$ cat src/rtl/pipeline_ctrl.sv
// pipeline_ctrl
// Control unit for a four-stage in-order pipeline (IF, RR, EX, WB). It
// sequences the RR, EX and WB stages, stalls RR on read-after-write hazards
// (there is no bypass), flushes two slots on a taken JZ, steers the two-word
// LI instruction and freezes the machine once SYS retires.
//
// Opcode encoding (if_op): 4'h1 JZSYSSZ (s==0 -> SYS, s!=0 -> JZ), 4'h2 LI,
// 4'h3 LD, 4'h4 ST; every other value is a register-writing ALU op (ADD...).
//
// Ports
//   clock       in   sole clock, rising edge
//   reset       in   asynchronous, active-low
//   if_op/s/d   in   fields of the word at the instruction-memory output
//   jump_taken  in   JZ condition from the ALU stage, used only for JZ in EX
//   pc_en       out  PC loads its next value
//   pc_sel      out  0 = PC increment, 1 = jump target
//   ifb_en      out  IF-to-RR instruction buffer loads
//   rr_bubble   out  RR-to-EX buffer loads a NOP
//   reg_we      out  register file write (WB stage)
//   wb_sel      out  0 = ALU result, 1 = memory data / LI immediate
//   mem_re      out  data memory read (EX stage)
//   mem_we      out  data memory write (EX stage)
//   halted      out  SYS has retired
//   li_phase    out  current fetch word is an LI immediate
module pipeline_ctrl (
  input  logic       clock,
  input  logic       reset,
  input  logic [3:0] if_op,
  input  logic [5:0] if_s,
  input  logic [5:0] if_d,
  input  logic       jump_taken,
  output logic       pc_en,
  output logic       pc_sel,
  output logic       ifb_en,
  output logic       rr_bubble,
  output logic       reg_we,
  output logic       wb_sel,
  output logic       mem_re,
  output logic       mem_we,
  output logic       halted,
  output logic       li_phase
);

  localparam logic [3:0] OP_JZSYSSZ = 4'h1;
  localparam logic [3:0] OP_LI      = 4'h2;
  localparam logic [3:0] OP_LD      = 4'h3;
  localparam logic [3:0] OP_ST      = 4'h4;

  typedef struct packed {
    logic       valid;
    logic [3:0] op;
    logic [5:0] s;
    logic [5:0] d;
  } stage_t;

  typedef enum logic {CTRL_RUN, CTRL_HALT} ctrlState_t;

  ctrlState_t stateReg, stateNext;
  stage_t     rrReg, exReg, wbReg;
  stage_t     rrNext, exNext, wbNext;
  logic       liPhaseReg, liPhaseNext;

  logic pcEn, pcSel, ifbEn, rrBubble;
  logic sysInWb, haltNow, flush, hazard;
  logic [1:0] conflict;
  stage_t olderStage [2];

  function automatic logic isWriter(input stage_t st);
    return st.valid && (st.op != OP_ST) && (st.op != OP_JZSYSSZ);
  endfunction

  // LI carries its operand in the following word, so it reads no register.
  function automatic logic readsReg(input stage_t st, input logic [5:0] r);
    return st.valid && (st.op != OP_LI) && ((st.s == r) || (st.d == r));
  endfunction

  assign olderStage[0] = exReg;
  assign olderStage[1] = wbReg;

  // RR conflicts with any in-flight writer; WB writes land at the end of
  // the cycle, so a WB writer still blocks this cycle.
  genvar gi;
  generate
    for (gi = 0; gi < 2; gi++) begin : g_conflict
      assign conflict[gi] = isWriter(olderStage[gi]) &&
                            readsReg(rrReg, olderStage[gi].d);
    end
  endgenerate

  assign hazard  = |conflict;
  assign sysInWb = wbReg.valid && (wbReg.op == OP_JZSYSSZ) && (wbReg.s == 6'd0);
  // Halt takes effect in the very cycle SYS sits in WB, so anything younger
  // is squashed before it can touch memory or the PC.
  assign haltNow = (stateReg == CTRL_HALT) || sysInWb;
  assign flush   = !haltNow && exReg.valid && (exReg.op == OP_JZSYSSZ) &&
                   (exReg.s != 6'd0) && jump_taken;

  always_ff @(posedge clock or negedge reset) begin
    if (!reset) begin
      stateReg   <= CTRL_RUN;
      rrReg      <= '0;
      exReg      <= '0;
      wbReg      <= '0;
      liPhaseReg <= 1'b0;
    end else begin
      stateReg   <= stateNext;
      rrReg      <= rrNext;
      exReg      <= exNext;
      wbReg      <= wbNext;
      liPhaseReg <= liPhaseNext;
    end
  end

  always_comb begin
    stateNext   = sysInWb ? CTRL_HALT : stateReg;
    pcEn        = 1'b1;
    pcSel       = 1'b0;
    ifbEn       = 1'b1;
    rrBubble    = 1'b0;
    rrNext      = rrReg;
    exNext      = rrReg;
    wbNext      = exReg;
    liPhaseNext = liPhaseReg;

    if (haltNow) begin
      pcEn        = 1'b0;
      ifbEn       = 1'b0;
      rrBubble    = 1'b1;
      rrNext      = '0;
      exNext      = '0;
      wbNext      = '0;
      liPhaseNext = 1'b0;
    end else if (flush) begin
      // The buffer loads, but both the RR instruction and the IF word die.
      pcSel       = 1'b1;
      rrBubble    = 1'b1;
      rrNext      = '0;
      exNext      = '0;
      liPhaseNext = 1'b0;
    end else if (hazard) begin
      pcEn     = 1'b0;
      ifbEn    = 1'b0;
      rrBubble = 1'b1;
      exNext   = '0;
    end else begin
      // An LI immediate enters RR as a non-instruction so it is never decoded.
      rrNext      = {~liPhaseReg, if_op, if_s, if_d};
      liPhaseNext = ~liPhaseReg && (if_op == OP_LI);
    end
  end

  // Reset forces the fetch controls to their idle values without waiting
  // for a clock edge.
  assign pc_en     = reset & pcEn;
  assign ifb_en    = reset & ifbEn;
  assign rr_bubble = ~reset | rrBubble;
  assign pc_sel    = reset & pcSel;
  assign reg_we    = isWriter(wbReg);
  assign wb_sel    = wbReg.valid && ((wbReg.op == OP_LD) || (wbReg.op == OP_LI));
  assign mem_re    = !haltNow && exReg.valid && (exReg.op == OP_LD);
  assign mem_we    = !haltNow && exReg.valid && (exReg.op == OP_ST);
  assign halted    = haltNow;
  assign li_phase  = liPhaseReg;

endmodule
$ cat config.mk
export PLATFORM = sky130hd
export DESIGN_NAME = pipeline_ctrl
export DESIGN_NICKNAME = d
export VERILOG_FILES = /design/src/rtl/pipeline_ctrl.sv
export SDC_FILE = /design/constraint.sdc
export NUM_CORES = 1
export LEC_CHECK = 0
export CELL_PAD_IN_SITES_DETAIL_PLACEMENT = 0
export CELL_PAD_IN_SITES_GLOBAL_PLACEMENT = 2
export CORE_UTILIZATION = 37
export CTS_CLUSTER_DIAMETER = 150
export DETAILED_ROUTE_END_ITERATION = 7
export PLACE_DENSITY = 0.85
export REMOVE_ABC_BUFFERS = 1
export SLEW_MARGIN = 40
export SYNTH_ARGS = -nofsm -noshare
export SYNTH_HDL_FRONTEND = slang
export SYNTH_SLANG_ARGS = --single-unit
$ cat constraint.sdc
create_clock -name clock -period 2.2 [get_ports clock]
set_input_delay 0.33 -clock clock [delete_from_list [all_inputs] [get_ports clock]]
set_output_delay 0.33 -clock clock [all_outputs]
set_load 0.005 [all_outputs]
==> results.py, run 1 <==
metrics = {
    "critical_path": {
        "worst_setup_path_startpoint": "rrReg[1]",
        "critical_path_peak_fanout": 2,
        "crit_type": "register to output port",
        "r2r-start": "rrReg[1]",
        "critical_path.endpoint_type": "output port",
        "cp.arrival_ns": 1.98,
        "timing.rr.end": "rrReg[9]",
        "setup.worst_path.start_class": "register",
        "crit_required_ns": 1.87,
        "r2r_worst_path_depth": 8,
        "critPathCapture": "ifb_en",
        "worst-r2r-setup-slack_ns": 0.15,
    },
    "floorplanning": {
        "die_w_um": 83.7,
        "start_util_pct": 38.7,
        "die_area_um2": 7000,
        "floorplan.rows": 29,
        "num_io_pins": 29,
        "fp.dieH_um": 83.7,
        "placeableCoreArea_um2": 6390,
    },
    "placement": {
        "dp_slack_ns": -0.168,
        "hpwl_um": 3400,
        "dpl_cell_area_um2": 3000,
        "place_congestion": 0.716,
        "port_buffers": 28,
    },
    "final_layout": {
        "layout.cells.most_common": "sky130_fd_sc_hd__dfrtp_1",
        "area.growth.synth_to_final_pct": 34.3,
        "antennaDiodeCount": 0,
        "post_route_cells_drive_above_1_share_pct": 26.0,
        "num-nets-final": 303,
        "fin_util_pct": 51.9,
        "postLayoutCellArea_um2": 3310,
        "mostFrequentLayoutCells": "sky130_fd_sc_hd__dfrtp_1 (53), sky130_fd_sc_hd__buf_4 (40), sky130_fd_sc_hd__nand2_1 (33), sky130_fd_sc_hd__xor2_1 (24), sky130_fd_sc_hd__clkdlybuf4s50_1 (20)",
        "fillCellCount": 597,
    },
    "power": {
        "power.leakage_nw": 1.57,
        "power_mw": 4.79,
        "vdd_drop_max_mv": 0.787,
        "power_density_nw_per_um2": 1450,
    },
    "clocking": {
        "cts.root.buffer_cell": "sky130_fd_sc_hd__clkbuf_8",
        "clkSlewWorstSetupHoldPaths_ns": 0.09,
        "tritoncts": "yes",
        "ctsHoldBuffers": 0,
        "cts_buffers": 5,
        "clk_buf_depth": 2,
        "clock_insertion_delay_worst_skew_ns": 0.31,
        "cts.htree.levels": 2,
        "cts_num_sinks": 53,
    },
    "outcome": {
        "violations": "negative setup slack",
        "outcome": "finished with violations",
    },
    "detailed_routing": {
        "vias_after_detailed_routing": 1712,
        "postRouteAntennaNets": 0,
        "drt_first_iter_violations": 29,
        "post-route-drc-count": 0,
        "wl_per_cell_um": 14.0,
        "drt_wl_total_um": 5070,
        "route.detailed.vias_per_inst": 4.73,
        "firstDrtPassIters": 4,
    },
    "run": {
        "cap_violations": 0,
    },
    "sta": {
        "period_share_pct": 105,
        "rsz0062_at_grt": "true",
        "clock_skew_ns": 0.0126,
        "final-hold-violation-count": 0,
        "setup_total_negative_slack_ns": -0.320,
        "finalCriticalPeriod_ns": 2.31,
        "final-setup-viol-count": 3,
        "max_freq_ghz": 0.433,
        "maxSlewHeadroom_pct": 70.8,
        "post-route-worst-setup-slack_ns": -0.109,
        "timing_max_transition_violations_final": 0,
        "worst-slew-pin-transition_ns": 0.439,
    },
    "synth": {
        "synth.cell_area_um2": 2470,
        "yosysWarnings": 0,
        "postSynthRegisterBits": 53,
        "mapped_cells": 217,
        "ys_seq_area_share_pct": 53.7,
        "syn-mean-instance-area_um2": 11.4,
        "synthDistinctLibCells": 36,
    },
    "grt": {
        "largest_net_degree_at_the_start_of_global_routing": 51,
        "grt_pass1_vias": 1810,
        "overflow": 0,
        "grt_use_met1_pct": 20.1,
        "grt_antenna_before_repair": 0,
        "grtUsageTotal_pct": 15.9,
        "global_route.usage.met2_pct": 26.8,
        "grt_pass1_wl_um": 8650,
        "grt_util_met3_pct": 3.26,
        "global_route.peak_usage_layer": "met2",
    },
    "hold_path": {
        "hold_wc_path_type": "input port to asynchronous set/reset pin",
    },
}
-- final cells by class --
cell class | instances | area [um2] | area share [%]
tap | 77 | 96.3 | 2.91
timing repair buffer | 71 | 593 | 17.9
clock buffer | 6 | 72.6 | 2.19
multi-input combinational | 148 | 1170 | 35.3
inverter | 5 | 18.8 | 0.566
sequential | 53 | 1330 | 40.0
clock inverter | 2 | 38.8 | 1.17
-- worst min path at each step --
| stage | start | end | slack [ns] | depth (start not counted) |
|---|---|---|---|---|
| 3_5_place_dp | reset | olderStage[13] | 0.41 | 2 |
| 5_1_grt | reset | rrReg[13] | 0.11 | 2 |
| 3_3_place_gp | reset | olderStage[13] | 0.40 | 2 |
| 6_report | reset | rrReg[13] | 0.09 | 2 |
| 2_1_floorplan | reset | exReg[0] | 0.03 | 0 |
| 4_1_cts | reset | rrReg[13] | 0.08 | 2 |
-- metal layers --
metal / vias up / share of wire, %
li1: 860 / -
met5: - / 0
met3: 6 / 3.0
met4: 0 / 1.7
met2: 24 / 49
met1: 822 / 46
-- synth_stat cells, drive strengths merged --
| library cell | count | share of area (%) |
|---|---|---|
| a2111oi | 1 | 0.61 |
| a21oi | 1 | 0.20 |
| a22oi | 2 | 0.61 |
| a31o | 1 | 0.35 |
| a31oi | 1 | 0.25 |
| and2 | 18 | 4.6 |
| and3 | 17 | 4.3 |
| and4b | 1 | 0.41 |
| buf | 6 | 2.4 |
| clkbuf | 6 | 0.91 |
| dfrtp | 53 | 54 |
| inv | 5 | 0.76 |
| mux2i | 17 | 6.9 |
| nand2 | 33 | 5.0 |
| nand2b | 1 | 0.25 |
| nand3 | 2 | 0.41 |
| nand4bb | 1 | 0.46 |
| nor2 | 7 | 1.1 |
| nor2b | 2 | 0.51 |
| nor3 | 2 | 0.61 |
| nor3b | 2 | 0.61 |
| nor4 | 6 | 2.0 |
| nor4b | 1 | 0.35 |
| o31ai | 1 | 0.30 |
| o32a | 1 | 0.91 |
| o32ai | 1 | 0.66 |
| o41ai | 1 | 1.1 |
| or3b | 1 | 0.46 |
| xnor2 | 2 | 0.71 |
| xor2 | 24 | 8.5 |
-- per-stage QoR --
step / std cells / hold slack [ns]
global placement: 340 / 0.404
detailed placement: 340 / 0.410
finish: 362 / 0.0945
floorplan: 205 / 0.0344
global route: 362 / 0.111
CTS: 358 / 0.0830
-- sequential cells by signal, indices dropped and copies added (netlist names) --
| signal | count |
|---|---|
| exReg | 17 |
| stateReg | 1 |
| rrReg | 17 |
| olderStage | 17 |
| li_phase | 1 |
-- critical path, stage by stage, from the launching register on --
cell and delay (ns):
sky130_fd_sc_hd__dfrtp_1 0.42, sky130_fd_sc_hd__xor2_1 0.18, sky130_fd_sc_hd__nor4_2 0.32, sky130_fd_sc_hd__a22oi_2 0.11, sky130_fd_sc_hd__o32a_4 0.33, sky130_fd_sc_hd__a31o_1 0.19
sky130_fd_sc_hd__buf_2 0.13
-- timing repair --
| action | in CTS | in global routing |
|---|---|---|
| cloned | 1 | 0 |
| setup buffers | 9 | 4 |
| pin swaps | 13 | 8 |
| endpoints found under the setup margin | 7 | 6 |
| resized for setup | 31 | 7 |
-- report_power, final --
part	switching [mW]	internal (mW)
clock network	0.307	0.341
logic	0.983	1.28
registers	0.447	1.43
total	1.74	3.06
-- kinds of logic after synthesis --
kind of cell	Yosys count	synth area share (%)
buffers and inverters	17	4.11
XOR/XNOR	26	9.22
AND/OR/NAND/NOR	94	21.0
AO/OA/AOI/OAI	10	5.02
multiplexers	17	6.89
flip-flops	53	53.7
(Power assumes the default switching activity.)
==> run 2, diff against run 1 <==
==> constraint.sdc (replaced) <==
create_clock -name clock -period 2.2 [get_ports clock]
set_input_delay 0.55 -clock clock [delete_from_list [all_inputs] [get_ports clock]]
set_output_delay 0.55 -clock clock [all_outputs]
set_load 0.005 [all_outputs]
==> results.py, run 2 (synthesis results as in run 1) <==
metrics = {
    "run": {
        "cap_violations": 0,
    },
    "power": {
        "p_int_mw": 3.09,
        "vdd_drop_max_mv": 0.615,
        "power_mw": 4.85,
        "pwr-share-comb_pct": 49.3,
        "power.leakage_nw": 1.60,
        "p_sw_share_pct": 36.4,
        "sequentialPowerShare_pct": 38.4,
        "power_density_nw_per_um2": 1440,
        "psw_mw": 1.76,
        "clkPwrFrac_pct": 12.3,
    },
    "sta": {
        "worst-slew-pin-transition_ns": 0.492,
        "max_freq_ghz": 0.390,
        "clock_skew_ns": 0.00775,
        "final-setup-viol-count": 6,
        "finalHoldWorstSlack_ns": 0.274,
        "maxSlewHeadroom_pct": 67.2,
        "setup_total_negative_slack_ns": -1.31,
        "rsz0062_at_grt": "true",
        "final-hold-violation-count": 0,
        "post-route-worst-setup-slack_ns": -0.362,
        "finalCriticalPeriod_ns": 2.56,
        "period_share_pct": 116,
        "timing_max_transition_violations_final": 0,
    },
    "final_layout": {
        "post_route_cells_drive_above_1_share_pct": 31.5,
        "mostFrequentLayoutCells": "sky130_fd_sc_hd__dfrtp_1 (52), sky130_fd_sc_hd__buf_4 (42), sky130_fd_sc_hd__nand2_1 (33), sky130_fd_sc_hd__xor2_1 (24), sky130_fd_sc_hd__clkdlybuf4s50_1 (18)",
        "layout.cells.most_common": "sky130_fd_sc_hd__dfrtp_1",
        "instances_no_fill": 366,
        "num-nets-final": 307,
        "fin_util_pct": 52.6,
        "fillCellCount": 550,
        "postLayoutCellArea_um2": 3360,
        "area.growth.synth_to_final_pct": 36.2,
        "antennaDiodeCount": 0,
    },
    "clocking": {
        "tritoncts": "yes",
        "cts_buffers": 5,
        "cts_num_sinks": 53,
        "cts.htree.levels": 2,
        "ctsHoldBuffers": 0,
        "clk_buf_depth": 2,
        "clkSlewWorstSetupHoldPaths_ns": 0.10,
        "clock_insertion_delay_worst_skew_ns": 0.31,
        "cts.root.buffer_cell": "sky130_fd_sc_hd__clkbuf_8",
    },
    "placement": {
        "placed_cells": 344,
        "dpl_cell_area_um2": 3030,
        "place_congestion": 0.755,
        "hpwl_um": 3380,
        "port_buffers": 28,
        "dp_slack_ns": -0.612,
    },
    "grt": {
        "grt_pass1_wl_um": 8650,
        "grt_util_met3_pct": 3.86,
        "grt_antenna_before_repair": 0,
        "largest_net_degree_at_the_start_of_global_routing": 51,
        "grt_use_met1_pct": 20.8,
        "global_route.usage.met2_pct": 25.9,
        "overflow": 0,
        "grt_pass1_vias": 1790,
        "global_route.peak_usage_layer": "met2",
        "grtUsageTotal_pct": 15.9,
    },
    "hold_path": {
        "hold_wc_path_type": "input port to asynchronous set/reset pin",
    },
    "detailed_routing": {
        "wl_per_cell_um": 14.1,
        "firstDrtPassIters": 4,
        "post-route-drc-count": 0,
        "drt_wl_total_um": 5160,
        "vias_after_detailed_routing": 1722,
        "drt_first_iter_violations": 43,
        "postRouteAntennaNets": 0,
        "route.detailed.vias_per_inst": 4.70,
    },
    "floorplanning": {
        "fp.dieH_um": 83.7,
        "floorplan.rows": 29,
        "num_io_pins": 29,
        "die_w_um": 83.7,
        "placeableCoreArea_um2": 6390,
        "start_util_pct": 38.7,
        "die_area_um2": 7000,
    },
    "critical_path": {
        "critical_path_peak_fanout": 4,
        "r2r_worst_path_depth": 8,
        "cpPeakStageDelay_ns": 0.45,
        "r2r-start": "olderStage[12]",
        "crit_type": "register to output port",
        "setup.worst_path.start_class": "register",
        "cp.arrival_ns": 2.01,
        "worst_setup_path_startpoint": "rrReg[8]",
        "critical_path.endpoint_type": "output port",
        "crit_chain": "xor2_1 > nor4_2 > a22oi_2 > o32a_4 > a31o_1 > buf_2",
        "timing.critical_path.slowest_stage_cell": "sky130_fd_sc_hd__dfrtp_2",
        "crit_required_ns": 1.65,
    },
    "outcome": {
        "outcome": "finished with violations",
        "violations": "negative setup slack",
    },
}
-- run 2: cell count changes in the layout (fill, tap and decap cells not counted), sizes merged --
cell | before | now
dlygate4sd2 | 2 | 1
clkdlybuf4s15 | 1 | 0
clkbuf | 7 | 10
buf | 47 | 54
clkdlybuf4s50 | 20 | 18
bufinv | 1 | 0
a31oi | 2 | 1
-- run 2: worst paths after layout --
kind	to	slack, ns
min in group clock	olderStage[7]	0.49
min	olderStage[13]	0.27
max	ifb_en	-0.36
max reg2reg	rrReg[14]	0.13
min reg2reg	olderStage[7]	0.49
max in group asynchronous	rrReg[8]	1.43
-- run 2: what timing repair did --
action,4_1_cts,5_1_grt
setup endpoints to repair,9,25
gates resized for setup,43,15
pin swaps,20,12
setup buffers,10,5
cloned,0,1
-- run 2: critical path, delay by kind of cell (launching register included) --
family	cells	cell delay [ns]
buffers and inverters	1	0.13
AND/OR/NAND/NOR	1	0.29
AO/OA/AOI/OAI	3	0.68
flip-flops	1	0.45
XOR/XNOR	1	0.16
-- run 2: area by class of cell --
type                            instances  area [um2]  area share, %
Tap cell                               77        96.3           2.87
Sequential cell                        53        1330           39.5
Inverter                                5        18.8          0.558
Multi-Input combinational cell        147        1170           34.7
Timing Repair Buffer                   76         652           19.4
Clock buffer                            7        96.3           2.87
Clock inverter                          1        5.00          0.149
-- run 2: metal layers --
| layer | wire [um] | vias up | part of all wire (%) |
|---|---|---|---|
| met3 | 127 | 5 | 2.5 |
| met1 | 2440 | 829 | 47 |
| met4 | 73 | 0 | 1.4 |
| li1 | - | 865 | - |
| met2 | 2510 | 23 | 49 |
| met5 | 0 | - | 0 |
-- run 2: power groups by stage --
stage / clock, mW / sequential, mW / combinational [mW]
after floorplan: 0 / 1.76 / 1.22
after global placement: 0 / 1.83 / 2.04
after detailed placement: 0 / 1.85 / 2.06
after CTS: 0.623 / 1.85 / 2.27
after global routing: 0.670 / 1.93 / 2.64
final: 0.599 / 1.86 / 2.39
==> run 3, diff against run 2 <==
--- a/config.mk
+++ b/config.mk
@@ -8,10 +8,10 @@
 export CELL_PAD_IN_SITES_DETAIL_PLACEMENT = 0
 export CELL_PAD_IN_SITES_GLOBAL_PLACEMENT = 2
 export CORE_UTILIZATION = 37
-export CTS_CLUSTER_DIAMETER = 150
 export DETAILED_ROUTE_END_ITERATION = 7
 export PLACE_DENSITY = 0.85
 export REMOVE_ABC_BUFFERS = 1
+export SETUP_SLACK_MARGIN = 0.4
 export SLEW_MARGIN = 40
 export SYNTH_ARGS = -nofsm -noshare
 export SYNTH_HDL_FRONTEND = slang
==> results.py, run 3 (synthesis results as in run 1) <==
metrics = {
    "critical_path": {
        "setup.worst_path.start_class": "register",
        "path_common_cell": "sky130_fd_sc_hd__buf_4",
        "crit_required_ns": 1.65,
        "crit_chain": "buf_4 > xor2_1 > nor4_2 > a22oi_2 > o32a_4 > buf_4 > nand3_4 > buf_6",
        "critical_path_peak_fanout": 2,
        "timing.critical_path.slowest_stage_cell": "sky130_fd_sc_hd__dfrtp_1",
        "worst-r2r-setup-slack_ns": 0.10,
        "cpPeakStageDelay_ns": 0.41,
        "crit_type": "register to output port",
        "critical_path.endpoint_type": "output port",
        "cp.arrival_ns": 2.02,
    },
    "placement": {
        "place_congestion": 0.755,
        "dpl_cell_area_um2": 3030,
        "port_buffers": 28,
        "hpwl_um": 3380,
        "placed_cells": 344,
    },
    "grt": {
        "grtUsageTotal_pct": 16.5,
        "grt_pass1_wl_um": 8870,
        "grt_antenna_before_repair": 0,
        "overflow": 0,
        "largest_net_degree_at_the_start_of_global_routing": 51,
        "grt_pass1_vias": 1815,
    },
    "final_layout": {
        "postLayoutCellArea_um2": 3460,
        "area.growth.synth_to_final_pct": 40.1,
        "register_area_um2": 1330,
        "multi_input_comb_area_um2": 1190,
        "antennaDiodeCount": 0,
        "post_route_cells_drive_above_1_share_pct": 33.3,
        "instances_no_fill": 371,
        "num-nets-final": 312,
        "fillCellCount": 542,
        "fin_util_pct": 54.2,
        "layout.cells.most_common": "sky130_fd_sc_hd__dfrtp_1",
        "mostFrequentLayoutCells": "sky130_fd_sc_hd__dfrtp_1 (52), sky130_fd_sc_hd__buf_4 (40), sky130_fd_sc_hd__nand2_1 (33), sky130_fd_sc_hd__xor2_1 (24)",
    },
    "detailed_routing": {
        "wl_per_cell_um": 14.3,
        "post-route-drc-count": 0,
        "firstDrtPassIters": 4,
        "postRouteAntennaNets": 0,
        "route.detailed.vias_per_inst": 4.68,
        "drt_first_iter_violations": 70,
        "drt_wl_total_um": 5290,
        "vias_after_detailed_routing": 1736,
    },
    "floorplanning": {
        "placeableCoreArea_um2": 6390,
        "die_w_um": 83.7,
        "num_io_pins": 29,
        "floorplan.rows": 29,
        "die_area_um2": 7000,
        "start_util_pct": 38.7,
        "fp.dieH_um": 83.7,
    },
    "power": {
        "vdd_drop_max_mv": 0.672,
        "power_mw": 5.04,
        "power.leakage_nw": 1.65,
        "p_int_mw": 3.20,
        "pwr-share-comb_pct": 50.8,
        "power_density_nw_per_um2": 1460,
        "clkPwrFrac_pct": 12.0,
        "sequentialPowerShare_pct": 37.2,
        "p_sw_share_pct": 36.5,
        "psw_mw": 1.84,
    },
    "outcome": {
        "outcome": "finished with violations",
        "violations": "negative setup slack",
    },
    "clocking": {
        "cts.htree.levels": 2,
        "ctsHoldBuffers": 0,
        "clock_insertion_delay_worst_skew_ns": 0.31,
        "cts.root.buffer_cell": "sky130_fd_sc_hd__clkbuf_8",
        "tritoncts": "yes",
        "cts_buffers": 5,
        "clk_buf_depth": 2,
        "cts_num_sinks": 53,
        "clkSlewWorstSetupHoldPaths_ns": 0.10,
    },
    "sta": {
        "finalCriticalPeriod_ns": 2.57,
        "final-setup-viol-count": 6,
        "maxSlewHeadroom_pct": 67.2,
        "rsz0062_at_grt": "true",
        "worst-slew-pin-transition_ns": 0.492,
        "timing_max_transition_violations_final": 0,
        "max_freq_ghz": 0.389,
        "period_share_pct": 117,
        "post-route-worst-setup-slack_ns": -0.369,
        "final-hold-violation-count": 0,
        "clock_skew_ns": 0.00810,
    },
    "run": {
        "cap_violations": 0,
    },
    "hold_path": {
        "hold_wc_path_type": "input port to asynchronous set/reset pin",
    },
}
[run 3: cell types whose count changed in the layout (fill, tap and decap cells not counted), moves of 2 or more]
cell	previous run	this run
sky130_fd_sc_hd__buf_2	5	7
sky130_fd_sc_hd__buf_4	42	40
sky130_fd_sc_hd__buf_8	0	3
sky130_fd_sc_hd__buf_6	6	10
[run 3: stage by stage]
stage                     TNS, ns  hold WS [ns]  setup slack, ns
final                       -1.49         0.274           -0.369
after detailed placement    -3.40         0.469           -0.612
after global routing        -2.41         0.280           -0.480
after CTS                   -1.55         0.279           -0.382
after floorplan            -31.93         0.254            -1.32
after global placement      -2.87         0.464           -0.596
[run 3: area by class of cell]
cell class	count	area share (%)
flip-flops and latches	53	38.4
multi-input cells	147	34.3
repair buffers	81	21.0
clock buffers	7	2.78
well taps	77	2.78
inverters	5	0.542
clock inverters	1	0.145
[run 3: critical path: cells and delay by family (launching register included)]
family / cells / cell delay [ns]
AOI/OAI and AO/OA: 2 / 0.55
xor gates and xnor gates: 1 / 0.18
buffers and inverters: 3 / 0.42
DFF: 1 / 0.41
and+or+nand+nor: 2 / 0.14
[run 3: path summary, 6_finish.rpt]
kind | to | startpoint | cells after the start
setup / recovery | rr_bubble | rrReg[7] | 8
hold / removal | olderStage[13] | reset | 2
setup reg to reg | rrReg[14] | rrReg[8] | 9
hold reg to reg | olderStage[10] | exReg[10] | 1
max in group asynchronous | rrReg[8] | reset | 2
min in group clock | olderStage[10] | exReg[10] | 1
[run 3: repair_timing]
item / CTS / global route
gates cloned: 1 / 0
setup endpoints to repair: 44 / 45
resized for setup: 62 / 17
hold endpoints to repair: 0 / 0
setup buffers: 14 / 4
pin swaps: 20 / 11
[run 3: power groups by stage]
stage / clock network [mW] / logic, mW / registers, mW
2_1_floorplan: 0 / 1.22 / 1.76
3_3_place_gp: 0 / 2.04 / 1.83
3_5_place_dp: 0 / 2.06 / 1.85
4_1_cts: 0.623 / 2.42 / 1.85
5_1_grt: 0.670 / 2.80 / 1.94
6_report: 0.606 / 2.56 / 1.87
[run 3: layer usage]
layer | share of wire [%] | global-route usage (%) | vias up
li1 | - | - | 874
met1 | 48 | 21.5 | 829
met2 | 49 | 26.8 | 27
met3 | 2.5 | 3.86 | 6
met4 | 1.3 | 5.55 | 0
met5 | 0 | 0 | -
